$ cat src/rtl/mem_load_unit_pkg.sv
// Encodings shared by the load and store paths: access class, access size and controller state codes.
package mem_load_unit_pkg;

    localparam logic [1:0] MEM_READ  = 2'b01;
    localparam logic [1:0] MEM_WRITE = 2'b10;

    localparam logic [1:0] MEM_BYTE  = 2'b00;
    localparam logic [1:0] MEM_HALF  = 2'b01;
    localparam logic [1:0] MEM_WORD  = 2'b10;

    localparam logic [1:0] ST_IDLE   = 2'd0;
    localparam logic [1:0] ST_WAIT   = 2'd1;
    localparam logic [1:0] ST_RESP   = 2'd2;

    // Size 2'b11 behaves as a word, so it shares the word alignment rule.
    function automatic logic is_misaligned(input logic [1:0] size, input logic [1:0] offset);
        case (size)
            MEM_BYTE: return 1'b0;
            MEM_HALF: return offset[0];
            default:  return offset != 2'b00;
        endcase
    endfunction

endpackage

$ cat src/rtl/mem_load_unit_align.sv
// Little-endian lane select and sign/zero extension of one SRAM word.
module load_align
    import mem_load_unit_pkg::*;
(
    input  logic [31:0] word,
    input  logic [1:0]  offset,
    input  logic [1:0]  size,
    input  logic        uns,
    output logic [31:0] result
);

    logic [7:0]  byte_lane;
    logic [15:0] half_lane;

    always_comb begin
        byte_lane = word[7:0];
        case (offset)
            2'd0: byte_lane = word[7:0];
            2'd1: byte_lane = word[15:8];
            2'd2: byte_lane = word[23:16];
            2'd3: byte_lane = word[31:24];
            default: byte_lane = word[7:0];
        endcase
        half_lane = offset[1] ? word[31:16] : word[15:0];

        result = word;
        case (size)
            MEM_BYTE: result = {{24{~uns & byte_lane[7]}}, byte_lane};
            MEM_HALF: result = {{16{~uns & half_lane[15]}}, half_lane};
            default:  result = word;
        endcase
    end

endmodule

$ cat src/rtl/mem_load_unit.sv
// Load path controller: issues one SRAM read per accepted load and holds the aligned result until writeback takes it.
// Optional MEM_MISALIGN_CHECK_EN answers misaligned half/word loads with a flagged zero result instead of reading.
//
// state   | meaning
// --------+-----------------------------------------------------------
// ST_IDLE | ready for a request; an accepted load strobes the SRAM here
// ST_WAIT | read in flight, down-counter runs to terminal count
// ST_RESP | result valid, held until load_ready
module mem_load_unit
    import mem_load_unit_pkg::*;
#(
    parameter int READ_LAT = 1
)(
    input  logic        clk,
    input  logic        rst_n,
    input  logic        req_valid,
    output logic        req_ready,
    input  logic [4:0]  mem_op,
    input  logic [31:0] addr,
    output logic [13:0] sram_addr,
    output logic        sram_oe,
    input  logic [31:0] sram_dout,
    output logic        load_valid,
    input  logic        load_ready,
    output logic [31:0] load_data,
    output logic        load_misalign
);

    localparam logic [1:0] LAT_TC = 2'(READ_LAT - 1);

    logic [1:0]  state_q;
    logic [1:0]  cnt_q;
    logic [13:0] addr_q;
    logic [1:0]  off_q;
    logic [1:0]  size_q;
    logic        uns_q;
    logic [31:0] data_q;
    logic [31:0] aligned;
    logic        accept;
    logic        mis_now;
    logic        unused_addr;

    assign unused_addr = ^addr[31:14];

    // Gating with rst_n keeps the strobe and handshake quiet while reset is held.
    assign req_ready  = rst_n && (state_q == ST_IDLE);
    assign accept     = req_valid && req_ready && (mem_op[4:3] == MEM_READ);
    assign sram_oe    = accept && !mis_now;
    assign sram_addr  = accept ? addr[13:0] : addr_q;
    assign load_valid = (state_q == ST_RESP);
    assign load_data  = data_q;

`ifdef MEM_MISALIGN_CHECK_EN
    logic mis_q;

    assign mis_now       = is_misaligned(mem_op[1:0], addr[1:0]);
    assign load_misalign = mis_q;

    always_ff @(posedge clk or negedge rst_n) begin
        if (!rst_n) begin
            mis_q <= 1'b0;
        end else if (accept) begin
            mis_q <= mis_now;
        end else if (load_valid && load_ready) begin
            mis_q <= 1'b0;
        end
    end
`else
    assign mis_now       = 1'b0;
    assign load_misalign = 1'b0;
`endif

    load_align u_align (
        .word   (sram_dout),
        .offset (off_q),
        .size   (size_q),
        .uns    (uns_q),
        .result (aligned)
    );

    always_ff @(posedge clk or negedge rst_n) begin
        if (!rst_n) begin
            state_q <= ST_IDLE;
            cnt_q   <= 2'd0;
            addr_q  <= 14'd0;
            off_q   <= 2'd0;
            size_q  <= 2'd0;
            uns_q   <= 1'b0;
            data_q  <= 32'd0;
        end else begin
            case (state_q)
                ST_IDLE: begin
                    if (accept) begin
                        addr_q <= addr[13:0];
                        off_q  <= addr[1:0];
                        size_q <= mem_op[1:0];
                        uns_q  <= mem_op[2];
                        cnt_q  <= LAT_TC;
                        if (mis_now) begin
                            data_q  <= 32'd0;
                            state_q <= ST_RESP;
                        end else begin
                            state_q <= ST_WAIT;
                        end
                    end
                end
                ST_WAIT: begin
                    if (cnt_q == 2'd0) begin
                        data_q  <= aligned;
                        state_q <= ST_RESP;
                    end else begin
                        cnt_q <= cnt_q - 2'd1;
                    end
                end
                ST_RESP: begin
                    if (load_ready) begin
                        state_q <= ST_IDLE;
                    end
                end
                default: state_q <= ST_IDLE;
            endcase
        end
    end

endmodule

$ cat config.mk
export PLATFORM = sky130hd
export DESIGN_NAME = mem_load_unit
export DESIGN_NICKNAME = d
export VERILOG_FILES = /design/src/rtl/mem_load_unit_pkg.sv /design/src/rtl/mem_load_unit_align.sv /design/src/rtl/mem_load_unit.sv
export SDC_FILE = /design/constraint.sdc
export NUM_CORES = 1
export LEC_CHECK = 0
export ABC_AREA = 1
export CAP_MARGIN = 0
export CORE_MARGIN = 2
export CORE_UTILIZATION = 47
export DETAILED_ROUTE_END_ITERATION = 10
export PLACE_DENSITY = 0.88
export SYNTH_ARGS = -nofsm -noshare
export SYNTH_HDL_FRONTEND = slang
export SYNTH_SLANG_ARGS = --single-unit
$ cat constraint.sdc
create_clock -name clk -period 2.9 [get_ports clk]
set_clock_uncertainty 0.15 [all_clocks]
set_input_delay 0.58 -clock clk [delete_from_list [all_inputs] [get_ports clk]]
set_output_delay 0.58 -clock clk [all_outputs]
set_load 0.005 [all_outputs]
==> results of run 1 <==
registers in the layout, summed over array words and instances (netlist names):
signal     flops
state_q        2
addr_q        14
load_data     32
size_q         2
uns_q          1
cnt_q          2
off_q          2
what timing repair did:
action	CTS	global route
pin swaps	0	0
buffers inserted	0	1
resized for setup	4	11
endpoints found under the setup margin	14	14
cell usage in the layout, fill, tap and decap left out, types with 3 or more instances in the layout:
cell type / n
a21oi_1: 27
a2bb2oi_1: 6
buf_4: 11
clkbuf_8: 5
clkdlybuf4s50_1: 92
dfrtp_1: 55
dlymetal6s2s_1: 9
inv_1: 36
inv_2: 4
nand2_1: 137
nand2_2: 3
nand3_1: 30
nor2_1: 15
o21ai_0: 23
or2_2: 17
final cells by class:
class / instances / area share, %
multi-input cells: 276 / 31.3
repair buffers: 114 / 27.1
clock buffers: 5 / 1.65
clock inverters: 2 / 0.898
well taps: 77 / 2.31
inverters: 41 / 3.80
flip-flops and latches: 55 / 32.9
cells by family after synthesis:
| kind of cell | count (synthesis) |
|---|---|
| flip-flops | 55 |
| AO/OA/AOI/OAI | 64 |
| other | 1 |
| adder cells (fa/ha/maj) | 1 |
| AND/OR/NAND/NOR | 210 |
| buffers and inverters | 63 |
stage by stage:
| stage | hold WS (ns) | setup TNS (ns) | std cells | util [%] | power, W |
|---|---|---|---|---|---|
| 2_1_floorplan | 0.134 | 0 | 394 | - | 0.00174 |
| 3_3_place_gp | 0.307 | -1.14 | 562 | 64.6 | 0.00235 |
| 3_5_place_dp | 0.312 | -1.63 | 562 | 64.6 | 0.00240 |
| 4_1_cts | 0.295 | 0 | 569 | 66.5 | 0.00291 |
| 5_1_grt | 0.320 | -0.331 | 570 | 66.9 | 0.00307 |
| 6_report | 0.269 | 0 | 570 | 66.9 | 0.00287 |
routing by layer:
layer	vias to the layer above	GRT usage, %	wire (um)
met5	-	0	0
met4	0	6.60	158
met3	13	6.53	660
met2	118	39.9	3950
met1	1334	28.2	3160
li1	1431	-	-
worst min-delay path by stage:
stage / cells after the start / slack (ns) / to
6_report: 2 / 0.27 / addr_q[2]$_DFFE_PN0N_
5_1_grt: 2 / 0.32 / addr_q[2]$_DFFE_PN0N_
4_1_cts: 2 / 0.29 / cnt_q[1]$_DFFE_PN0P_
3_5_place_dp: 2 / 0.31 / addr_q[5]$_DFFE_PN0N_
3_3_place_gp: 2 / 0.31 / addr_q[3]$_DFFE_PN0N_
2_1_floorplan: 0 / 0.13 / addr_q[0]$_DFFE_PN0N_
power by group through the flow:
| stage | logic [W] | clock network [W] | registers [W] |
|---|---|---|---|
| after detailed placement | 0.00124 | 0 | 0.00116 |
| final | 0.00123 | 0.000501 | 0.00115 |
| after CTS | 0.00125 | 0.000513 | 0.00115 |
| after global routing | 0.00135 | 0.000534 | 0.00118 |
| after floorplan | 0.000601 | 0 | 0.00114 |
| after global placement | 0.00120 | 0 | 0.00115 |
worst register-to-register path, stage by stage (launching register included):
cell     delay [ns]
dfrtp_1        0.39
inv_1          0.08
ha_1           0.16
inv_1          0.07
nor2_4         0.09
buf_4          0.33
inv_2          0.28
a21oi_1        0.19
nand3_1        0.11
nand2_1        0.10
inv_1          0.04
==> results.tsv, run 1 <==
stage	metric	value	unit
setup_path	stages on the worst setup path	8	
setup_path	CP Class	in2out	
setup_path	crit-path cells	clkdlybuf4s50_1 > inv_1 > nor3_2 > nand2_2 > clkinv_4 > nand2_1 > nand2_1 > clkdlybuf4s50_1	
setup_path	Critical Path Start Type	primary input	
route	DR WL/cell	13.9	um
route	ANT nets after route	0	
logic_synthesis	EDFF count, synth	0	
logic_synthesis	simple-gate portion of the synthesized area	30.8	%
setup_path	crit path to	sram_addr[4]	
logic_synthesis	adder and majority cell fraction of the synthesized area	0.420	%
setup_path	Worst Path Arrival	2.14	ns
clock_tree	Clock Tree Buf Depth	2	
grt	GRT Overall Usage	23.1	%
cells_and_area	area grow syn2layout	40.2	%
power_and_ir_drop	logic gate share of total power	42.6	%
grt	GRT overflow	0	
floorplan	IO Pins	123	
grt	vias in the first global route	2912	
floorplan	Rows	29	
power_and_ir_drop	Internal Power	0.00196	W
cells_and_area	nets	567	
logic_synthesis	post-synthesis mux area share	0	%
power_and_ir_drop	Psw	0.000915	W
logic_synthesis	top-area cell type share of the netlist area	46.2	%
logic_synthesis	distinct cell type count after synthesis	28	
cells_and_area	share of layout cells above drive strength 1	10.5	%
clock_tree	CTS sink count	55	
cells_and_area	ANT cells	0	
timing	Final Hold Vio Count	0	
logic_synthesis	largest family of logic cells by synthesized area	simple AND/OR/NAND/NOR gates	
logic_synthesis	main flop type after synthesis	dfrtp_1	
run	max-capacitance violation count	0	
cells_and_area	Sequential Area	1380	um2
logic_synthesis	Commonest cells post-synth	nand2_1, dfrtp_1, inv_1	
timing	Final Cycle Share	99.0	%
logic_synthesis	Synth Area in XOR/XNOR	0	%
power_and_ir_drop	sw frac	31.8	%
placement	port bufs	103	
logic_synthesis	most frequent cell after synthesis	nand2_1	
setup_path	crit path launch	req_valid	
logic_synthesis	YS warnings	0	
hold_path	Hold Path Class	in2async	
setup_path	Slowest-stage cell, CP	clkdlybuf4s50_1	
logic_synthesis	synthesized instance count	394	
timing	fin crit period	2.87	ns
logic_synthesis	Seq/Total Area, Yosys	46.2	%
route	WL final	7.93	mm
grt	first-pass GRT wire length	13.3	mm
placement	HPWL after DPL	5.85	mm
timing	pins over their slew limit	0	
placement	Final Wtd Congestion	0.833	
placement	placed inst area	4030	um2
timing	Worst Tran Pin Value	0.695	ns
setup_path	Reg2Reg Depth	10	
placement	pre-CTS setup slack	-0.139	ns
power_and_ir_drop	clock power share	17.4	%
setup_path	FF-to-FF End	load_data[20]$_DFFE_PN0P_	
power_and_ir_drop	Cell Pwr Density	688	nW/um2
setup_path	Worst Path Max Fanout	16	
clock_tree	total CTS buffers	5	
floorplan	Die H	83.6	um
cells_and_area	multi-input logic area	1310	um2
logic_synthesis	ys async rst share	100	%
timing	PnR worst setup slack	0.0302	ns
power_and_ir_drop	P_leak	2.15	nW
timing	RSZ-0062 raised after global routing	yes	
route	router iterations before antenna repair	4	
setup_path	Largest delay share family, worst path	buffers and inverters	
timing	# setup viols final	0	
route	DR iter-0 viols	157	
route	vias per cell	5.08	
floorplan	Die ar.	6990	um2
run_status	status	finished clean	
logic_synthesis	Synth Area in Compound Gates	12.4	%
logic_synthesis	register bit total from synthesis	55	
logic_synthesis	net count after synthesis	468	
logic_synthesis	Synth Area per Inst	7.56	um2
grt	largest net degree at the start of global routing	56	
power_and_ir_drop	peak supply drop	0.000342	V
floorplan	die width	83.6	um
setup_path	crit end category	output pin	
clock_tree	clock-pin slew on the worst setup and hold paths	0.10	ns
clock_tree	root buf cell	clkbuf_8	
setup_path	Critical R2R Launch	cnt_q[0]$_DFFE_PN0P_	
cells_and_area	Filler Cells Inserted	532	
floorplan	Core Footprint	6240	um2
cells_and_area	Post-Layout Inst Area	4180	um2
setup_path	number of buffers and inverters on the critical path	4	
timing	fmax	348	MHz
timing	max_slew headroom	53.7	%
grt	initial antenna violation count	0	
logic_synthesis	Area contributors post-synth	dfrtp_1, nand2_1, nand3_1	
route	Post-route DRC	0	
setup_path	CP required	2.17	ns
clock_tree	H-Tree Depth	2	
logic_synthesis	Netlist Area Pre-Place	2980	um2
floorplan	starting density of the core	47.7	%
logic_synthesis	largest area contributor in the netlist	dfrtp_1	
clock_tree	clk_lat worst skew	0.31	ns
setup_path	Critical Path Max Stage Delay	0.49	ns
clock_tree	CTS tree	built	
power_and_ir_drop	sequential share of power	39.9	%
clock_tree	CTS Hold Bufs	0	
setup_path	worst reg2reg setup slack	0.82	ns
route	via count	2896	
No activity file was read; power rests on OpenSTA's default activity.
==> run 2, diff against run 1 <==
--- a/config.mk
+++ b/config.mk
@@ -10,6 +10,7 @@
 export CORE_MARGIN = 2
 export CORE_UTILIZATION = 47
 export DETAILED_ROUTE_END_ITERATION = 10
+export GPL_ROUTABILITY_DRIVEN = 0
 export PLACE_DENSITY = 0.88
 export SYNTH_ARGS = -nofsm -noshare
 export SYNTH_HDL_FRONTEND = slang
==> results of run 2 <==
The final DEF is identical to that of run 1; final timing and power are the same.
==> run 3, diff against run 2 <==
--- a/config.mk
+++ b/config.mk
@@ -6,12 +6,12 @@
 export NUM_CORES = 1
 export LEC_CHECK = 0
 export ABC_AREA = 1
-export CAP_MARGIN = 0
 export CORE_MARGIN = 2
 export CORE_UTILIZATION = 47
 export DETAILED_ROUTE_END_ITERATION = 10
 export GPL_ROUTABILITY_DRIVEN = 0
 export PLACE_DENSITY = 0.88
+export SKIP_CTS_REPAIR_TIMING = 1
 export SYNTH_ARGS = -nofsm -noshare
 export SYNTH_HDL_FRONTEND = slang
 export SYNTH_SLANG_ARGS = --single-unit
==> results of run 3 <==
The final DEF is identical to that of run 1; final timing and power are the same.
Main changes from that run: wire length of the first global-routing pass 13300 um -> 13200 um; via count of the first global-routing pass 2912 -> 2898; overall routing resource usage 23.1% -> 22.9%; met1 usage 28.2% -> 27.9%; met2 usage 39.9% -> 39.7%
